===== config.mk =====
export PLATFORM = sky130hd
export DESIGN_NAME = puf_challenge_expander_flat
export DESIGN_NICKNAME = d
export VERILOG_FILES = /design/src/rtl/puf_challenge_expander_pkg.sv /design/src/rtl/puf_challenge_expander_if.sv /design/src/rtl/puf_challenge_expander.sv /design/src/flat_wrapper.sv
export SDC_FILE = /design/constraint.sdc
export NUM_CORES = 1
export LEC_CHECK = 0
export ABC_AREA = 1
export CAP_MARGIN = 25
export CORE_MARGIN = 10
export CORE_UTILIZATION = 60
export DETAILED_ROUTE_END_ITERATION = 8
export DONT_BUFFER_PORTS = 1
export PLACE_DENSITY = 0.76
export SYNTH_ARGS = -nofsm -noshare
export SYNTH_HDL_FRONTEND = slang
export SYNTH_SLANG_ARGS = --single-unit

===== constraint.sdc =====
create_clock -name clk -period 14.2 [get_ports clk]
set_input_delay 2.84 -clock clk [delete_from_list [all_inputs] [get_ports clk]]
set_output_delay 2.84 -clock clk [all_outputs]
set_load 0.005 [all_outputs]

===== src/rtl/puf_challenge_expander_pkg.sv =====
// Shared types and constants for the PUF challenge expander and its bus interface.
package puf_challenge_expander_pkg;

  typedef enum logic [2:0] {
    IDLE,
    LOAD,
    RUN,
    NEXT,
    DONE
  } state_t;

  localparam int LFSR_W        = 16;
  localparam int DEF_NUM_WORDS = 8;
  localparam int DEF_TIMEOUT   = 31;

endpackage


===== src/rtl/puf_challenge_expander_if.sv =====
// Seed handshake, LFSR control/capture and challenge handshake grouped as one bus.
interface puf_challenge_expander_if
  import puf_challenge_expander_pkg::*;
#(
  parameter int NUM_WORDS = DEF_NUM_WORDS
);

  logic [LFSR_W-1:0]           seed;
  logic                        seed_valid;
  logic                        seed_ready;
  logic                        lfsr_start_new;
  logic                        lfsr_next;
  logic [LFSR_W-1:0]           lfsr_seed;
  logic [LFSR_W-1:0]           lfsr_r;
  logic                        lfsr_en;
  logic [LFSR_W*NUM_WORDS-1:0] chal;
  logic                        chal_valid;
  logic                        chal_ready;
  logic                        busy;
  logic                        err;

  // The expander side: it consumes seeds and LFSR words, produces challenges.
  modport master (
    input  seed, seed_valid, lfsr_r, lfsr_en, chal_ready,
    output seed_ready, lfsr_start_new, lfsr_next, lfsr_seed,
           chal, chal_valid, busy, err
  );

  modport slave (
    output seed, seed_valid, lfsr_r, lfsr_en, chal_ready,
    input  seed_ready, lfsr_start_new, lfsr_next, lfsr_seed,
           chal, chal_valid, busy, err
  );

endinterface


===== src/rtl/puf_challenge_expander.sv =====
// Seeds and steps an external 16-bit LFSR, captures NUM_WORDS settled words and
// offers the concatenated challenge downstream over valid/ready.
module puf_challenge_expander
  import puf_challenge_expander_pkg::*;
#(
  parameter int NUM_WORDS = DEF_NUM_WORDS,
  parameter int TIMEOUT   = DEF_TIMEOUT
) (
  input logic                     clk,
  input logic                     rst,
  puf_challenge_expander_if.master bus
);

  localparam int CW = LFSR_W * NUM_WORDS;
  localparam int IW = (NUM_WORDS > 1) ? $clog2(NUM_WORDS) : 1;
  localparam int TW = $clog2(TIMEOUT + 1);
  localparam logic [IW-1:0] LAST_IDX = IW'(NUM_WORDS - 1);
  localparam logic [TW-1:0] TMAX     = TW'(TIMEOUT);

  state_t            state;
  logic [LFSR_W-1:0] seedQ;
  logic [CW-1:0]     chalQ;
  logic [IW-1:0]     idx;
  logic [TW-1:0]     tcnt;
  logic              startNew;
  logic              nextPulse;
  logic              validQ;
  logic              readyQ;
  logic              busyQ;
  logic              errQ;

  // tcnt == 0 marks the guard cycle: the LFSR has not yet reacted to the
  // latest start_new/next, so a still-high lfsr_en would be stale.
  always_ff @(posedge clk or posedge rst) begin
    if (rst) begin
      state     <= IDLE;
      seedQ     <= '0;
      chalQ     <= '0;
      idx       <= '0;
      tcnt      <= '0;
      startNew  <= 1'b0;
      nextPulse <= 1'b0;
      validQ    <= 1'b0;
      readyQ    <= 1'b1;
      busyQ     <= 1'b0;
      errQ      <= 1'b0;
    end else begin
      nextPulse <= 1'b0;
      case (state)
        IDLE: begin
          startNew <= 1'b0;
          if (bus.seed_valid && readyQ) begin
            seedQ  <= bus.seed;
            errQ   <= 1'b0;
            chalQ  <= '0;
            idx    <= '0;
            readyQ <= 1'b0;
            busyQ  <= 1'b1;
            state  <= LOAD;
          end
        end
        LOAD: begin
          startNew <= 1'b1;
          tcnt     <= '0;
          state    <= RUN;
        end
        RUN: begin
          if (tcnt != '0 && bus.lfsr_en) begin
            chalQ[LFSR_W*idx +: LFSR_W] <= bus.lfsr_r;
            if (idx == LAST_IDX) begin
              validQ <= 1'b1;
              state  <= DONE;
            end else begin
              idx       <= idx + 1'b1;
              nextPulse <= 1'b1;
              state     <= NEXT;
            end
          end else if (tcnt == TMAX) begin
            errQ     <= 1'b1;
            startNew <= 1'b0;
            readyQ   <= 1'b1;
            busyQ    <= 1'b0;
            state    <= IDLE;
          end else begin
            tcnt <= tcnt + 1'b1;
          end
        end
        NEXT: begin
          tcnt  <= '0;
          state <= RUN;
        end
        DONE: begin
          if (bus.chal_ready) begin
            validQ   <= 1'b0;
            startNew <= 1'b0;
            readyQ   <= 1'b1;
            busyQ    <= 1'b0;
            state    <= IDLE;
          end
        end
        default: state <= IDLE;
      endcase
    end
  end

  assign bus.seed_ready     = readyQ;
  assign bus.lfsr_start_new = startNew;
  assign bus.lfsr_next      = nextPulse;
  assign bus.lfsr_seed      = seedQ;
  assign bus.chal           = chalQ;
  assign bus.chal_valid     = validQ;
  assign bus.busy           = busyQ;
  assign bus.err            = errQ;

endmodule


===== src/flat_wrapper.sv =====
// flat-port wrapper written by rule: the top's interface ports become plain ports
module puf_challenge_expander_flat import puf_challenge_expander_pkg::*;
#(
  parameter int NUM_WORDS = DEF_NUM_WORDS,
  parameter int TIMEOUT   = DEF_TIMEOUT
)
  (clk, rst, bus_seed, bus_seed_valid, bus_lfsr_r, bus_lfsr_en, bus_chal_ready, bus_seed_ready, bus_lfsr_start_new, bus_lfsr_next, bus_lfsr_seed, bus_chal, bus_chal_valid, bus_busy, bus_err);
  puf_challenge_expander_if #(.NUM_WORDS(NUM_WORDS)) bus_i ();
  input logic clk;
  input logic rst;
  input wire logic [$bits(bus_i.seed)-1:0] bus_seed;
  input wire logic [$bits(bus_i.seed_valid)-1:0] bus_seed_valid;
  input wire logic [$bits(bus_i.lfsr_r)-1:0] bus_lfsr_r;
  input wire logic [$bits(bus_i.lfsr_en)-1:0] bus_lfsr_en;
  input wire logic [$bits(bus_i.chal_ready)-1:0] bus_chal_ready;
  output wire logic [$bits(bus_i.seed_ready)-1:0] bus_seed_ready;
  output wire logic [$bits(bus_i.lfsr_start_new)-1:0] bus_lfsr_start_new;
  output wire logic [$bits(bus_i.lfsr_next)-1:0] bus_lfsr_next;
  output wire logic [$bits(bus_i.lfsr_seed)-1:0] bus_lfsr_seed;
  output wire logic [$bits(bus_i.chal)-1:0] bus_chal;
  output wire logic [$bits(bus_i.chal_valid)-1:0] bus_chal_valid;
  output wire logic [$bits(bus_i.busy)-1:0] bus_busy;
  output wire logic [$bits(bus_i.err)-1:0] bus_err;
  assign bus_i.seed = bus_seed;
  assign bus_i.seed_valid = bus_seed_valid;
  assign bus_i.lfsr_r = bus_lfsr_r;
  assign bus_i.lfsr_en = bus_lfsr_en;
  assign bus_i.chal_ready = bus_chal_ready;
  assign bus_seed_ready = bus_i.seed_ready;
  assign bus_lfsr_start_new = bus_i.lfsr_start_new;
  assign bus_lfsr_next = bus_i.lfsr_next;
  assign bus_lfsr_seed = bus_i.lfsr_seed;
  assign bus_chal = bus_i.chal;
  assign bus_chal_valid = bus_i.chal_valid;
  assign bus_busy = bus_i.busy;
  assign bus_err = bus_i.err;
  puf_challenge_expander #(.NUM_WORDS(NUM_WORDS), .TIMEOUT(TIMEOUT)) u_core (.clk(clk), .rst(rst), .bus(bus_i));
endmodule

* Word level (Yosys, flattened, before mapping)
Index checks and enable logic that the tools add are counted.
** Storage, ports and cells
- Register bits :: 161
- Latch bits :: 0
- RAM bits :: 0
- Memory bits (read-only) :: 0
- Input bits :: 37
- Output and inout port bits :: 150
- Word-level logic and storage cells :: 85
- Memories :: 0
** Operators by class
- Add/sub/neg operators :: 3
- Multiply operators :: 0
- Div/mod/pow operators :: 0
- $lt $le $gt $ge :: 0
- Equality and inequality tests :: 15
- Shift-type cells :: 2
- Mux-type cells :: 35
- Bitwise logic cells :: 0
- Reductions and logical operators :: 19
** Operator list (number)
- 2-to-1 mux 128 bit :: 2
- case mux 128 bit (2 select lines) :: 1
- bitwise mux 128 bit :: 1
- variable shift 16 x 34 -> 128 bit, first input constant :: 1
- variable part select 16 x 34 -> 128 bit :: 1
- negation 7 -> 34 bit :: 1
- 2-to-1 mux 3 bit :: 8
- AND reduction 4 bit :: 4
- 2-to-1 mux 1 bit :: 13
- case mux 3 bit (4 select lines) :: 1
- 2-to-1 mux 5 bit :: 2
- case mux 5 bit (2 select lines) :: 1
- AND reduction 3 bit :: 3
- != test 2 x 1 -> 1 bit, second input constant :: 4
- != test 2 bit, second input constant :: 4
- == test 3 x 2 -> 1 bit, second input constant :: 2
- == test 3 bit, second input constant :: 2
- case mux 1 bit (3 select lines) :: 2
- case mux 3 bit (2 select lines) :: 1
- nonzero test 2 bit :: 3
- adder 5 x 1 -> 5 bit, second input constant :: 1
- == test 5 bit, second input constant :: 1
- AND reduction 5 bit :: 1
- nonzero test 5 bit :: 1
- 11 further kinds :: 13

* Logic depth before layout (Yosys ltp)
Gate-level depths: netlist (run 1).
- Word-level depth :: 5
- Mapped depth :: 14
- Mapped depth without buffers :: 12

* Least setup slack after synthesis (run 1)
Ideal clock, no wire load.
- Path kind :: input -> register
- Start :: input port bus_seed_valid
- End :: register u_core.chalQ[112] (netlist: u_core.bus.chal[112])
- Setup time :: 0.117 ns
- Data arrival time :: 3.769 ns
- Data required time :: 14.083 ns
- Slack :: 10.314 ns
- Stages on the path :: 11
- Path buffers :: 2
- Cells stage by stage :: nand2_1 > inv_1 > nand3_2 > nand2_2 > nand2_2 > inv_2 > buf_6 > nand2_4 > buf_4 > nand2_1 > nand2_1
** On the way
- Word-level cells in the longest chain between the ends :: 3
** RTL lines
- start: declaration :: RTL line flat_wrapper.sv:12 : input wire logic [$bits(bus_i.seed_valid)-1:0] bus_seed_valid;
- logical AND 1 bit :: RTL line puf_challenge_expander.sv:52 : if (bus.seed_valid && readyQ) begin
- != test 2 x 1 -> 1 bit (no source line)
- AND reduction 3 bit (no source line)
- end signal: indexed assignment :: RTL line puf_challenge_expander.sv:69 : chalQ[LFSR_W*idx +: LFSR_W] <= bus.lfsr_r;
- end: declaration :: RTL line puf_challenge_expander.sv:22 : logic [CW-1:0] chalQ;
Every way passes these cells.
A chain may end at the register's enable or synchronous reset.

* Worst setup path in the final report (run 1)
- Start :: input port bus_seed_valid
- End :: register u_core.chalQ[74] (netlist: u_core.bus.chal[74])
The elaborated chain is that of the path after synthesis.

==> qor.csv, run 1 <==
metric;value;unit
outcome;finished clean;
post-CTS setup repair buffer count;0;
antenna cells;0;
largest net degree at the start of global routing;87;
met1 GRT Util;28.3;%
RSZ-0062 raised after global routing;false;
GRT busiest layer;met2;
VDD IR max;0.000128;V
Hold Violations, Final;0;
CTS Hold Bufs;0;
critical path peak fanout;38;
fin crit share;31.5;%
Seq cells post-synth;161;
f_max;223;MHz
die area;16800;µm²
Initial Util;62.1;%
clock skew;0.0103;ns
reg2reg end;u_core.bus.chal[88];
mean area per synthesized cell;8.13;µm²
gr usage total;23.1;%
required time worst endpoint;14.52;ns
Clock transition at path regs;0.07;ns
Die W;130;µm
antenna viol nets, final;0;
first-pass GRT wire length;30200;µm
final setup TNS;0;ns
area grow syn2layout;8.43;%
CP startpoint;bus_seed_valid;
Slew Limit Fails;0;
worst slew pin tran;1.01;ns
end-of-flow core utilization;67.3;%
GRT met2 Usage;35.6;%
total power;1.56;mW
Clock Path Buffers;2;
FILL cells;986;
Placeable Area;11600;µm²
hold slack;0.502;ns
minimum clock period;4.47;ns
Detailed Route WL;19500;µm
CTS root buf;clkbuf_16;
Lkg Pwr;4.43;nW
Buffers & Inverters on Critical Path;2;
Reg2Reg Depth;11;
Reg-to-Reg Start;u_core.idx[0];
hold path cells;2;
Cells after Synth;887;
number of global-route vias before repair;5645;
layout cells sized above 1;6.57;%
antenna violations before repair;0;
sequential fraction of the synthesis area;55.9;%
Min-Delay Startpoint;u_core.bus.chal[12];
Port Buf Inserts;0;
Final setup viols;0;
DP HPWL;14100;µm
drt via density;5.66;
cts repair resizes;0;
crit-path cells;nand2_1 > inv_1 > nand3_2 > nand2_2 > nand2_2 > inv_2 > nand2_2 > nand2_1 > nand2_1;
syn_nets;932;
slowest stage delay, CP;0.55;ns
Initial DRC Count;668;
relative slew slack;32.6;%
wire per inst;19.0;µm
nets;917;
crit path DAT;4.79;ns
placed cell count;994;
crit path launch type;input pin;
H-Tree Depth;4;
total CTS buffers;17;
# DRC;0;
DIE HEIGHT;130;µm
gpl congestion;0.871;
Hold EP;u_core.bus.chal[12];
r2r setup slk;10.48;ns
post-synthesis cell type count;32;
Global Route met3 Usage;10.6;%
Post-Syn Area;7210;µm²
Post-Layout Cell Count;1026;
hold crit path type;reg2reg;
vias;5804;
Std-Cell Rows;39;
yosys warns;0;
max_cap viols;0;
drt pass-1 iters;5;
pwr/cell area;200;nW/µm²
Slowest-stage cell, CP;inv_2;
CTS tree;yes;
Worst setup EP type;register;
Clock Latency Late Sink;0.43;ns
Setup Crit Path Kind;in2reg;
GR Overflow Total;0;
Crit path max-delay family;simple AND/OR/NAND/NOR gates;
Top-Level Pins;187;
CTS Sinks;161;
synth_stat cells:
master	instances	area (µm²)
nand3_1	110	551
nor2_1	58	218
clkbuf_1	8	30.0
dfstp_2	1	26.3
dfrtp_1	160	4000
nor3_1	1	5.00
inv_2	2	7.51
nand2_4	6	67.6
buf_4	8	60.1
o21ai_1	9	45.0
nand3_2	2	20.0
buf_6	3	33.8
xor2_1	1	8.76
buf_2	18	90.1
nand3_4	1	17.5
nand2_1	410	1540
ha_1	8	100
nand4_1	2	12.5
buf_1	1	3.75
nor2_2	1	6.26
o21a_1	1	7.51
o31ai_1	1	7.51
nor2_4	3	33.8
inv_1	48	180
a21boi_0	1	7.51
nand2_2	6	37.5
clkinv_1	1	3.75
a21oi_1	1	5.00
nand3b_1	1	7.51
o21ai_0	12	60.1
xnor2_1	1	8.76
inv_4	1	6.26
worst max-delay path by stage:
| stage | to | slack, ns | cells past startpoint |
|---|---|---|---|
| 2_1_floorplan | u_core.bus.busy | 7.01 | 1 |
| 3_3_place_gp | u_core.bus.chal[67] | 9.41 | 9 |
| 3_5_place_dp | u_core.bus.chal[74] | 9.32 | 9 |
| 4_1_cts | u_core.bus.chal[74] | 9.76 | 9 |
| 5_1_grt | u_core.bus.chal[71] | 9.45 | 9 |
| 6_report | u_core.bus.chal[74] | 9.73 | 9 |
power breakdown:
part	internal, mW	leakage, nW	switching (mW)	total [mW]
logic	0.111	1.93	0.396	0.507
clock network	0.282	0.290	0.180	0.462
registers	0.522	2.21	0.0687	0.590
registers in the layout, indices dropped and copies added (netlist names):
name,flops
u_core.bus.err,1
u_core.idx,3
u_core.bus.chal_valid,1
u_core.bus.seed_ready,1
u_core.state,3
u_core.bus.lfsr_start_new,1
u_core.bus.chal,128
u_core.bus.lfsr_next,1
u_core.bus.busy,1
u_core.tcnt,5
u_core.bus.lfsr_seed,16
layout make-up:
class	count	area, µm²	share of cell area (%)
Timing Repair Buffer	4	50.0	0.640
Clock buffer	19	453	5.79
Sequential cell	161	4030	51.5
Clock inverter	11	139	1.78
Tap cell	143	179	2.29
Multi-Input combinational cell	636	2770	35.4
Inverter	52	203	2.59
cell families (layout without fill, tap and decap cells):
family          count (synthesis)  after routing  synth area share, %
simple gates                  601            601                 34.9
buf+inv                        90             86                 5.76
compound gates                 25             25                 1.84
fa+ha+maj                       8              8                 1.39
flops                         161            161                 55.9
xor+xnor                        2              2                0.243
worst register-to-register path: cells and delay by family (launching register included):
| family | cells | cell delay (ns) |
|---|---|---|
| compound gates | 1 | 0.10 |
| fa+ha+maj | 2 | 0.50 |
| buf+inv | 2 | 0.43 |
| flops | 1 | 1.01 |
| simple gates | 6 | 1.57 |
metal layers:
metal	vias to the layer above	part of all wire (%)
met4	0	1.7
met3	28	13
met1	2787	39
met2	267	46
li1	2722	-
met5	-	0
cell usage in the layout, fill, tap and decap left out, types with 2 or more instances in the layout:
cell	count
buf_4	3
bufinv_16	3
clkbuf_16	17
clkbuf_8	2
clkinv_2	5
clkinvlp_4	2
dfrtp_1	160
ha_1	8
inv_1	47
inv_2	2
nand2_1	410
nand2_2	6
nand2_4	6
nand3_1	110
nand3_2	2
nand4_1	2
nor2_1	58
nor2_4	3
o21ai_0	12
o21ai_1	9
stage by stage:
step / setup slack (ns) / area (µm²)
after floorplan: 7.01 / 7210
after global placement: 9.41 / 7190
after detailed placement: 9.32 / 7190
after CTS: 9.76 / 7780
after global routing: 9.45 / 7820
final: 9.73 / 7820
Power figures use the tool's default switching activity.
==> run 2: changes to the inputs <==
clock period = 4.2 ns   (was 14.2 ns; I/O delays follow)
==> run 2 against run 1 <==
Clock skew is 0.0028 ns higher. Sequential power rose to 3.3 times the previous value. Critical path depth increased by 2. Combinational power grew to 3.4 times the previous value. Critical path type is now reg2reg. Final cell count rose by 0.19%. Routed wire length fell by 1.1%. Highest routed layer unchanged. Clock-buffer cell count increased by 1. Die area is the same. Utilization up 0.32 points. Setup slack worse by 8.4 ns.
==> qor.csv, run 2 (synthesis gave the netlist of run 1 again) <==
metric;value;unit
outcome;finished clean;
hold crit path type;in2async;
Lkg Pwr;4.43;nW
RSZ-0062 raised after global routing;false;
crit path launch type;register;
Detailed Route WL;19300;µm
pwr/cell area;679;nW/µm²
Largest register FFs;128;
Clock Path Buffers;2;
gpl congestion;0.925;
CTS tree;yes;
Worst setup EP type;register;
f_max;343;MHz
area of the multi-input gates;2770;µm²
nets;917;
crit-path cells;inv_1 > ha_1 > ha_1 > inv_1 > nand2_1 > nor2_1 > nand2_1 > nand2_1 > nand3_1 > nand2_1 > o21ai_0;
minimum clock period;2.92;ns
Initial Util;62.1;%
Std-Cell Rows;39;
largest net degree at the start of global routing;119;
slowest stage delay, CP;0.46;ns
GR Overflow Total;0;
VDD IR max;0.000412;V
gr usage total;22.9;%
Clock transition at path regs;0.06;ns
worst slew pin tran;1.06;ns
Crit path max-delay family;simple AND/OR/NAND/NOR gates;
antenna violations before repair;0;
r2r setup slk;1.28;ns
antenna viol nets, final;0;
Die W;130;µm
CTS root buf;clkbuf_16;
drt via density;5.64;
Top-Level Pins;187;
wire per inst;18.8;µm
Slowest-stage cell, CP;nand3_1;
Hold Violations, Final;0;
relative slew slack;29.3;%
die area;16800;µm²
antenna cells;0;
required time worst endpoint;4.47;ns
DIE HEIGHT;130;µm
Port Buf Inserts;0;
Final setup viols;0;
CTS Sinks;161;
FILL cells;935;
cts repair resizes;0;
Initial DRC Count;644;
fin crit share;69.5;%
Clock Latency Late Sink;0.43;ns
total CTS buffers;17;
layout cells sized above 1;6.55;%
CTS Hold Bufs;0;
max_cap viols;0;
most frequent cells in the layout;nand2_1, dfrtp_1, nand3_1;
first-pass GRT wire length;30200;µm
vias;5800;
crit path DAT;3.19;ns
# DRC;0;
drt pass-1 iters;6;
critical path peak fanout;17;
Buffers & Inverters on Critical Path;2;
post-CTS setup repair buffer count;0;
DP HPWL;14100;µm
commonest non-fill, non-tap cell in the layout;nand2_1;
end-of-flow core utilization;67.6;%
area grow syn2layout;8.95;%
Setup Crit Path Kind;reg2reg;
H-Tree Depth;4;
Placeable Area;11600;µm²
Reg-to-Reg Start;u_core.idx[1];
number of global-route vias before repair;5593;
Slew Limit Fails;0;
CP dominant cell by count;nand2_1;
Storage cell area;4030;µm²
final setup TNS;0;ns
clock skew;0.0131;ns
CP startpoint;u_core.idx[1];
run 2: metrics by stage:
| step | instances | cell area [µm²] | hold slack (ns) | setup slack [ns] | total power [mW] |
|---|---|---|---|---|---|
| finish | 1028 | 7860 | 0.439 | 1.28 | 5.33 |
| global route | 1028 | 7860 | 0.502 | 0.932 | 5.64 |
| CTS | 1028 | 7860 | 0.505 | 1.31 | 5.32 |
| detailed placement | 996 | 7230 | 0.497 | 1.26 | 3.69 |
| global placement | 995 | 7210 | 0.479 | 1.37 | 3.62 |
| floorplan | 887 | 7210 | 0.462 | 1.32 | 3.39 |
run 2: worst register-to-register path, stage by stage (launching register included):
cell     delay (ns)
dfrtp_1        0.40
inv_1          0.06
ha_1           0.20
ha_1           0.23
inv_1          0.28
nand2_1        0.12
nor2_1         0.13
nand2_1        0.34
nand2_1        0.16
nand3_1        0.46
nand2_1        0.25
o21ai_0        0.13
run 2: report_power, final:
part           switching (mW)  total [mW]  leakage [nW]  internal, mW
Sequential              0.201        1.96          2.21          1.76
Combinational            1.36        1.73          1.92         0.371
Clock                   0.622        1.63         0.297          1.01
run 2: routing by layer:
| metal | vias to the layer above | GRT usage (%) | wire length (µm) |
|---|---|---|---|
| met3 | 44 | 11.9 | 2750 |
| met4 | 0 | 10.1 | 622 |
| li1 | 2729 | - | - |
| met5 | - | 0 | 0 |
| met2 | 290 | 34.2 | 8670 |
| met1 | 2737 | 27.1 | 7290 |
run 2: layout make-up:
class / count / share of cell area, %
Clock inverter: 12 / 2.28
Sequential cell: 161 / 51.3
Inverter: 52 / 2.56
Timing Repair Buffer: 4 / 0.701
Multi-Input combinational cell: 636 / 35.2
Tap cell: 143 / 2.28
Clock buffer: 20 / 5.69
run 2: path summary, 6_finish.rpt:
check | to | cells after the start
max reg2reg | u_core.bus.chal[88] | 11
min | u_core.bus.chal[108] | 2
min reg2reg | u_core.bus.chal[70] | 2
min in group clk | u_core.bus.chal[70] | 2
max | u_core.bus.chal[88] | 11
max in group asynchronous | u_core.bus.chal[62] | 2
==> run 3: changes to the inputs <==
clock period = 3.01 ns   (was 4.2 ns; I/O delays follow)
==> run 3 against run 2 <==
Flip-flop and latch count is the same. Critical endpoint is now u_core.bus.chal[85]. Largest cell class unchanged. Die area is the same. Fmax grew 12%.
==> qor.csv, run 3 (synthesis gave the netlist of run 1 again) <==
metric;value;unit
Reg-to-Reg Start;u_core.idx[1];
VDD IR max;0.000441;V
Setup crit end;u_core.bus.chal[85];
Slew Limit Fails;0;
area grow syn2layout;8.87;%
Top-Level Pins;187;
vias;5836;
slowest stage delay, CP;0.39;ns
Largest register FFs;128;
Clock transition at path regs;0.06;ns
number of global-route vias before repair;5570;
critical path peak fanout;17;
CP dominant cell by count;nand2_1;
antenna viol nets, final;0;
drt pass-1 iters;5;
H-Tree Depth;4;
gpl congestion;0.878;
Slowest-stage cell, CP;dfrtp_1;
CTS Sinks;161;
GR Overflow Total;0;
Initial Util;62.1;%
end-of-flow core utilization;67.6;%
worst slew pin tran;0.868;ns
hold crit path type;in2async;
Std-Cell Rows;39;
Die W;130;µm
Clock Path Buffers;2;
reg2reg end;u_core.bus.chal[85];
commonest non-fill, non-tap cell in the layout;nand2_1;
Detailed Route WL;19200;µm
Hold Violations, Final;0;
Initial DRC Count;697;
max_cap viols;0;
wire per inst;18.6;µm
Reg2Reg Depth;11;
layout cells sized above 1;7.20;%
largest net degree at the start of global routing;162;
outcome;finished clean;
DP HPWL;14200;µm
required time worst endpoint;3.29;ns
DIE HEIGHT;130;µm
antenna violations before repair;0;
crit path launch type;register;
fin crit share;86.9;%
Setup Crit Path Kind;reg2reg;
Port Buf Inserts;0;
PnR worst setup slack;0.395;ns
CTS root buf;clkbuf_16;
pwr/cell area;939;nW/µm²
clock skew;0.0112;ns
total CTS buffers;17;
CTS Hold Bufs;0;
minimum clock period;2.62;ns
first-pass GRT wire length;30300;µm
DP Worst Slack;0.248;ns
antenna cells;0;
crit path DAT;2.90;ns
most frequent cells in the layout;nand2_1, dfrtp_1, nand3_1;
Final setup viols;0;
Worst setup EP type;register;
Clock Latency Late Sink;0.42;ns
die area;16800;µm²
RSZ-0062 raised after global routing;false;
gr usage total;22.9;%
final setup TNS;0;ns
f_max;382;MHz
CTS tree;yes;
Placeable Area;11600;µm²
drt via density;5.66;
Lkg Pwr;4.43;nW
# DRC;0;
r2r setup slk;0.39;ns
relative slew slack;42.1;%
crit-path cells;inv_1 > ha_1 > ha_1 > inv_1 > nand2_1 > nor2_1 > nand2_1 > nand2_1 > nand3_2 > nand2_1 > o21ai_1;
CP startpoint;u_core.idx[1];
nets;921;
run 3: changes by cell type in the layout (fill, tap and decap cells not counted):
cell        previous run  this run
clkinvlp_4             4         5
nand3_1              110       109
buf_4                  2         7
clkbuf_8               1         3
inv_6                  2         3
buf_12                 2         1
clkbuf_1               2         1
bufinv_16              4         2
clkinv_4               1         0
nand3_2                2         3
run 3: area by class of cell:
cell class / count / area (µm²)
fillers: 974 / 3760
flip-flops and latches: 161 / 4030
clock buffers: 21 / 470
multi-input cells: 636 / 2770
well taps: 143 / 179
clock inverters: 11 / 126
inverters: 52 / 201
repair buffers: 8 / 72.6
run 3: worst max-delay path, delay by kind of cell (launching register included):
kind	cells	cell delay, ns
AOI/OAI and AO/OA	1	0.08
adders and majority gates	2	0.41
buffers and inverters	2	0.30
DFF	1	0.39
and+or+nand+nor	6	1.28
run 3: metal layers:
metal,GRT usage [%],vias to the layer above,wire length (µm)
met4,8.86,0,500
met2,34.9,266,8730
met3,10.9,32,2600
met5,0,-,0
met1,27.7,2798,7350
li1,-,2740,-
run 3: per-stage QoR:
step / cell area, µm² / cells / power (mW) / hold WS (ns)
6_report: 7850 / 1032 / 7.37 / 0.237
5_1_grt: 7850 / 1032 / 7.84 / 0.287
4_1_cts: 7850 / 1032 / 7.38 / 0.286
3_5_place_dp: 7250 / 1000 / 5.21 / 0.497
3_3_place_gp: 7250 / 1000 / 5.13 / 0.478
2_1_floorplan: 7210 / 887 / 4.73 / 0.462
run 3: worst min path at each step:
stage	start	endpoint	slack, ns	depth (start not counted)
after floorplan	u_core.bus.seed_ready	u_core.bus.seed_ready	0.46	2
after global placement	u_core.bus.seed_ready	u_core.bus.seed_ready	0.48	2
after detailed placement	u_core.bus.seed_ready	u_core.bus.seed_ready	0.50	2
after CTS	bus_seed[9]	u_core.bus.lfsr_seed[9]	0.29	2
after global routing	bus_seed[2]	u_core.bus.lfsr_seed[2]	0.29	2
final	rst	u_core.bus.chal[107]	0.24	2
run 3: what timing repair did:
item / CTS / global route
resized for setup: 0 / 1
setup endpoints to repair: 0 / 16
hold endpoints to repair: 0 / 0
buffers inserted: 0 / 0
run 3: power by group:
part	total (mW)	switching [mW]	internal [mW]	leakage [nW]
sequential	2.74	0.278	2.46	2.21
combinational	2.47	1.90	0.562	1.94
clock	2.17	0.873	1.29	0.283
total	7.37	3.05	4.32	4.43
